--- src/rtl/alu_pkg.sv ---
// Shared definitions for the ALU arbiter slice: operand width, op codes and
// the sequencer state encoding.
package alu_pkg;

  localparam int W = 4;

  localparam logic [2:0] OP_ADD = 3'b000;
  localparam logic [2:0] OP_SUB = 3'b001;
  localparam logic [2:0] OP_AND = 3'b010;
  localparam logic [2:0] OP_OR  = 3'b011;
  localparam logic [2:0] OP_XOR = 3'b100;
  localparam logic [2:0] OP_NOT = 3'b101;
  localparam logic [2:0] OP_SHL = 3'b110;
  localparam logic [2:0] OP_SHR = 3'b111;

  typedef enum logic [1:0] {
    IDLE = 2'd0,
    EXEC = 2'd1,
    RESP = 2'd2
  } state_t;

endpackage

--- src/rtl/alu_arbiter_alu.sv ---
// Shared 4-bit combinational ALU. Carry is the adder carry for add, the borrow
// for sub, and the bit shifted out for the shifts; logic ops clear it.
module ALU
  import alu_pkg::*;
(
  input  logic [W-1:0] a,
  input  logic [W-1:0] b,
  input  logic [2:0]   op_code,
  output logic [W-1:0] result,
  output logic         carry_out
);

  logic [W:0] w_wide;

  always_comb begin
    w_wide    = '0;
    result    = '0;
    carry_out = 1'b0;
    case (op_code)
      OP_ADD: begin
        w_wide    = {1'b0, a} + {1'b0, b};
        result    = w_wide[W-1:0];
        carry_out = w_wide[W];
      end
      OP_SUB: begin
        w_wide    = {1'b0, a} - {1'b0, b};
        result    = w_wide[W-1:0];
        carry_out = w_wide[W];
      end
      OP_AND: result = a & b;
      OP_OR:  result = a | b;
      OP_XOR: result = a ^ b;
      OP_NOT: result = ~a;
      OP_SHL: begin
        result    = {a[W-2:0], 1'b0};
        carry_out = a[W-1];
      end
      OP_SHR: begin
        result    = {1'b0, a[W-1:1]};
        carry_out = a[0];
      end
      default: begin
        result    = '0;
        carry_out = 1'b0;
      end
    endcase
  end

endmodule

--- src/rtl/alu_arbiter.sv ---
// Two-requester round-robin front end for the shared ALU: accept a request,
// execute it from latched operands, and hold the response until taken.
module alu_arbiter
  import alu_pkg::*;
#(
  parameter int N_REQ = 2,
  parameter int W     = 4
) (
  input  logic             clk,
  input  logic             rst,
  input  logic [N_REQ-1:0] req_valid,
  output logic [N_REQ-1:0] req_ready,
  input  logic [W-1:0]     req_a0,
  input  logic [W-1:0]     req_b0,
  input  logic [W-1:0]     req_a1,
  input  logic [W-1:0]     req_b1,
  input  logic [2:0]       req_op0,
  input  logic [2:0]       req_op1,
  output logic [N_REQ-1:0] resp_valid,
  input  logic [N_REQ-1:0] resp_ready,
  output logic [W-1:0]     resp_result,
  output logic             resp_carry,
  output logic             busy,
  output logic [7:0]       ops_done
);

  state_t             r_state;
  logic               r_lastGrant;
  logic               r_id;
  logic [W-1:0]       r_a;
  logic [W-1:0]       r_b;
  logic [2:0]         r_op;
  logic [W-1:0]       r_result;
  logic               r_carry;
  logic [N_REQ-1:0]   r_respValid;
  logic               r_busy;
  logic [7:0]         r_opsDone;

  logic               w_grantId;
  logic [N_REQ-1:0]   w_reqReady;
  logic               w_accept;
  logic [W-1:0]       w_selA;
  logic [W-1:0]       w_selB;
  logic [2:0]         w_selOp;
  logic [W-1:0]       w_aluResult;
  logic               w_aluCarry;

  // Under contention the requester that was not served last wins.
  always_comb begin
    w_grantId = 1'b0;
    case (req_valid)
      2'b10:   w_grantId = 1'b1;
      2'b11:   w_grantId = ~r_lastGrant;
      default: w_grantId = 1'b0;
    endcase
  end

  always_comb begin
    w_reqReady = '0;
    if (r_state == IDLE && req_valid != '0)
      w_reqReady = N_REQ'(1) << w_grantId;
  end

  assign w_accept = (w_reqReady & req_valid) != '0;

  assign w_selA  = w_grantId ? req_a1  : req_a0;
  assign w_selB  = w_grantId ? req_b1  : req_b0;
  assign w_selOp = w_grantId ? req_op1 : req_op0;

  ALU u_alu (
    .a         (r_a),
    .b         (r_b),
    .op_code   (r_op),
    .result    (w_aluResult),
    .carry_out (w_aluCarry)
  );

  always_ff @(posedge clk or posedge rst) begin
    if (rst) begin
      r_state     <= IDLE;
      r_lastGrant <= 1'b1;
      r_id        <= 1'b0;
      r_a         <= '0;
      r_b         <= '0;
      r_op        <= '0;
      r_result    <= '0;
      r_carry     <= 1'b0;
      r_respValid <= '0;
      r_busy      <= 1'b0;
      r_opsDone   <= '0;
    end else begin
      case (r_state)
        IDLE: begin
          if (w_accept) begin
            r_a     <= w_selA;
            r_b     <= w_selB;
            r_op    <= w_selOp;
            r_id    <= w_grantId;
            r_busy  <= 1'b1;
            r_state <= EXEC;
          end
        end
        EXEC: begin
          r_result    <= w_aluResult;
          r_carry     <= w_aluCarry;
          r_respValid <= N_REQ'(1) << r_id;
          r_state     <= RESP;
        end
        RESP: begin
          // Only the addressed requester's accept can retire the response.
          if (resp_ready[r_id]) begin
            r_respValid <= '0;
            r_opsDone   <= r_opsDone + 8'd1;
            r_lastGrant <= r_id;
            r_busy      <= 1'b0;
            r_state     <= IDLE;
          end
        end
        default: begin
          r_respValid <= '0;
          r_busy      <= 1'b0;
          r_state     <= IDLE;
        end
      endcase
    end
  end

  assign req_ready   = w_reqReady;
  assign resp_valid  = r_respValid;
  assign resp_result = r_result;
  assign resp_carry  = r_carry;
  assign busy        = r_busy;
  assign ops_done    = r_opsDone;

endmodule

--- config.mk ---
export PLATFORM = sky130hd
export DESIGN_NAME = alu_arbiter
export DESIGN_NICKNAME = d
export VERILOG_FILES = /design/src/rtl/alu_pkg.sv /design/src/rtl/alu_arbiter_alu.sv /design/src/rtl/alu_arbiter.sv
export SDC_FILE = /design/constraint.sdc
export NUM_CORES = 1
export LEC_CHECK = 0
export CAP_MARGIN = 20
export CORE_ASPECT_RATIO = 0.7
export CORE_MARGIN = 2
export CORE_UTILIZATION = 54
export CTS_CLUSTER_SIZE = 24
export DETAILED_ROUTE_END_ITERATION = 7
export PLACE_DENSITY = 0.85
export SKIP_CTS_REPAIR_TIMING = 1
export SLEW_MARGIN = 5
export SYNTH_ARGS = -nofsm -noshare
export SYNTH_HDL_FRONTEND = slang
export SYNTH_SLANG_ARGS = --single-unit
export TNS_END_PERCENT = 100
--- constraint.sdc ---
create_clock -name clk -period 3 [get_ports clk]
set_input_delay 0.6 -clock clk [delete_from_list [all_inputs] [get_ports clk]]
set_output_delay 0.6 -clock clk [all_outputs]
set_load 0.01 [all_outputs]
==> out/summary.txt <==
outcome = finished clean
syn_nets = 257
GPL Wtd Cong = 0.858
vias in the first global route = 1519
final net count = 301
Clock Skew = 5.48 ps
post-synthesis xor/xnor area fraction = 3.52%
most numerous cell in the Yosys netlist = dfrtp_1
Crit path buffers/inverters = 2
clock latency on the worst-skew pair = 280 ps
CTS tree = yes
max_slew headroom = 48.0%
mux cell area share after synthesis = 8.67%
Post-synth ARST share = 100%
largest net degree at the start of global routing = 32
First DRT Iteration DRCs = 142
Die Ht = 54.8 um
GRT Total Usage = 22.1%
vias per std cell = 5.50
Crit. End Element = output pin
peak supply drop = 0.542 mV
fin crit period = 2600 ps
Synth top area share = 37.7%
critical path required time = 2400 ps
Die ar. = 0.00420 sq mm
hold depth = 2
arrival time at the worst endpoint = 2000 ps
first-pass GRT wire length = 7060 um
RR Startpoint = r_a[0]
CORE AREA = 0.00354 sq mm
final worst path period share = 86.7%
# H-tree levels = 2
number of synthesized flops with an enable pin = 0
sequential share of the synthesized area = 39.0%
Final WS setup = 400 ps
DR DRC count = 0
CP most frequent cell = clkdlybuf4s50_1
Mapped Cells = 214
Boundary Pins = 46
number of setup violations in the final report = 0
CP delay by family, top = buffers and inverters
crit-path cells = clkdlybuf4s50_1 -> a21boi_1 -> and2_1 -> clkdlybuf4s50_1
r2r setup slk = 790 ps
row cnt = 18
Place WS = 391 ps
worst slew pin tran = 780 ps
Crit Path Class = input port to output pin
Post-Route WL = 4190 um
Post-DP HPWL = 3230 um
diode count = 0
Port Buf Inserts = 45
clock slew seen by the registers of the worst setup and hold paths = 60 ps
top post-synthesis cells by area = dfrtp_1 (38%), ha_1 (8.2%), mux2i_1 (7.5%)
Inserted Clock Buffers = 5
highest clock rate = 0.385 GHz
hold_sp = resp_result[0]
Synth Register Bits = 31
Pleak = 1.14 nW
synthesized area = 0.00199 sq mm
simple-gate share of the synthesized area = 17.0%
HP Class = flop to flop
grt ovf = 0
CP max FO = 3
Hold Vio Cnt, Final = 0
Hold Path Sink = resp_result[0]
via count = 1700
DR WL/cell = 13.6 um
max-cap viol count = 0
layout cells sized above 1 = 4.25%
Sinks on Clock Net = 31
Post-synth top cells = dfrtp_1 (30), a21oi_1 (23), nor2_1 (23)
ys flop type = dfrtp_1
P&R area growth vs syn = 27.8%
reg2reg end = resp_result[2]
PwrDens = 1020 mW/mm^2
Yosys warnings = 0
Post-Synth Adder-Cell Area = 10.2%
reg2reg path depth = 6
crit path launch type = input port
drt first pass iters = 4
Starting Density = 56.3%
CP max stage delay = 530 ps
syn avg cell area = 9.30 sq um
Routed Antenna Nets = 0
Slew Limit Fails = 0
highest-delay cell along the critical path = clkdlybuf4s50_1
dominant cell type by area after synthesis = dfrtp_1
library cells used by synthesis = 43
Compound-Gate Fraction of Synth Area = 16.6%
Die X = 76.6 um
largest family of logic cells by synthesized area = simple AND/OR/NAND/NOR gates
unrepaired setup endpoints after global routing = false
initial antenna violation count = 0
CTS Buffer Depth = 2
root buf cell = clkbuf_8
Post-Route Setup TNS = 0 ps
==> through the flow <==
step	hold WS (ps)	instances	power, W	util [%]	area (sq um)
6_report	477	309	0.00259	72.0	2540
5_1_grt	497	309	0.00282	72.0	2540
4_1_cts	483	309	0.00258	72.0	2540
3_5_place_dp	470	301	0.00226	69.7	2460
3_3_place_gp	463	301	0.00221	69.7	2460
2_1_floorplan	507	214	0.00180	-	1990
==> power breakdown <==
| part | switching, W | internal [W] |
|---|---|---|
| Clock | 0.000146 | 0.000164 |
| Sequential | 0.000282 | 0.000608 |
| Combinational | 0.000695 | 0.000695 |
==> sequential cells by signal, indices dropped and copies added, names as in the netlist, 2 cells and up <==
register     count
r_b              4
r_op             3
r_state          2
resp_valid       2
ops_done         8
resp_result      4
r_a              4
==> cells by family (layout without fill, tap and decap cells) <==
family          count (synthesis)  after routing
mux                            17             17
simple gates                   69             69
fa+ha+maj                      15             15
xor+xnor                        8              8
buf+inv                        22             67
compound gates                 52             52
flops                          31             31
==> cell usage in the layout (no fill, tap or decap), types with 2 or more instances in the layout <==
| cell | count |
|---|---|
| inv_1 | 12 |
| o21ai_0 | 6 |
| nor3_1 | 3 |
| xor2_1 | 2 |
| xnor2_1 | 6 |
| nand2_1 | 13 |
| dfrtp_1 | 30 |
| and3_1 | 3 |
| a211oi_1 | 2 |
| nor2b_1 | 6 |
| o31ai_1 | 3 |
| a21oi_1 | 23 |
| nand3_1 | 5 |
| nor2_1 | 23 |
| mux2i_1 | 15 |
| a21o_1 | 2 |
| ha_1 | 13 |
| o21bai_1 | 3 |
| nand4_1 | 2 |
| or3_1 | 2 |
| nand2b_1 | 7 |
| fa_1 | 2 |
| buf_4 | 2 |
| clkdlybuf4s50_1 | 45 |
| clkbuf_1 | 3 |
| or3b_1 | 2 |
| clkbuf_8 | 5 |
| a2bb2oi_1 | 2 |
| and2b_1 | 2 |
==> how the worst max path moves through the flow <==
stage / startpoint / endpoint / slack [ps] / depth (start not counted)
floorplan: r_a[0] / resp_result[2] / 1100 / 6
global placement: req_valid[1] / req_ready[1] / 450 / 4
detailed placement: req_valid[1] / req_ready[1] / 390 / 4
CTS: req_valid[1] / req_ready[1] / 390 / 4
global route: req_valid[1] / req_ready[1] / 360 / 4
finish: req_valid[1] / req_ready[1] / 400 / 4
==> layer usage <==
metal | up-vias | part of all wire (%) | global-route usage, %
met5 | - | 0 | 0
met4 | 0 | 1.4 | 8.48
met3 | 8 | 6.0 | 5.78
met2 | 65 | 44 | 34.4
met1 | 798 | 49 | 30.1
li1 | 829 | - | -
==> tightest hold or removal path: cells and delay by family (launching register included) <==
kind	cells	cell delay [ps]
DFF	1	340
and+or+nand+nor	1	50
AOI/OAI and AO/OA	1	50
==> area by class of cell <==
| type | count | area, sq um |
|---|---|---|
| clock buffers | 8 | 80.1 |
| fillers | 276 | 991 |
| inverters | 12 | 45.0 |
| multi-input cells | 161 | 1110 |
| flip-flops and latches | 31 | 777 |
| well taps | 50 | 62.6 |
| repair buffers | 47 | 465 |
No activity file was read; power rests on OpenSTA's default activity.
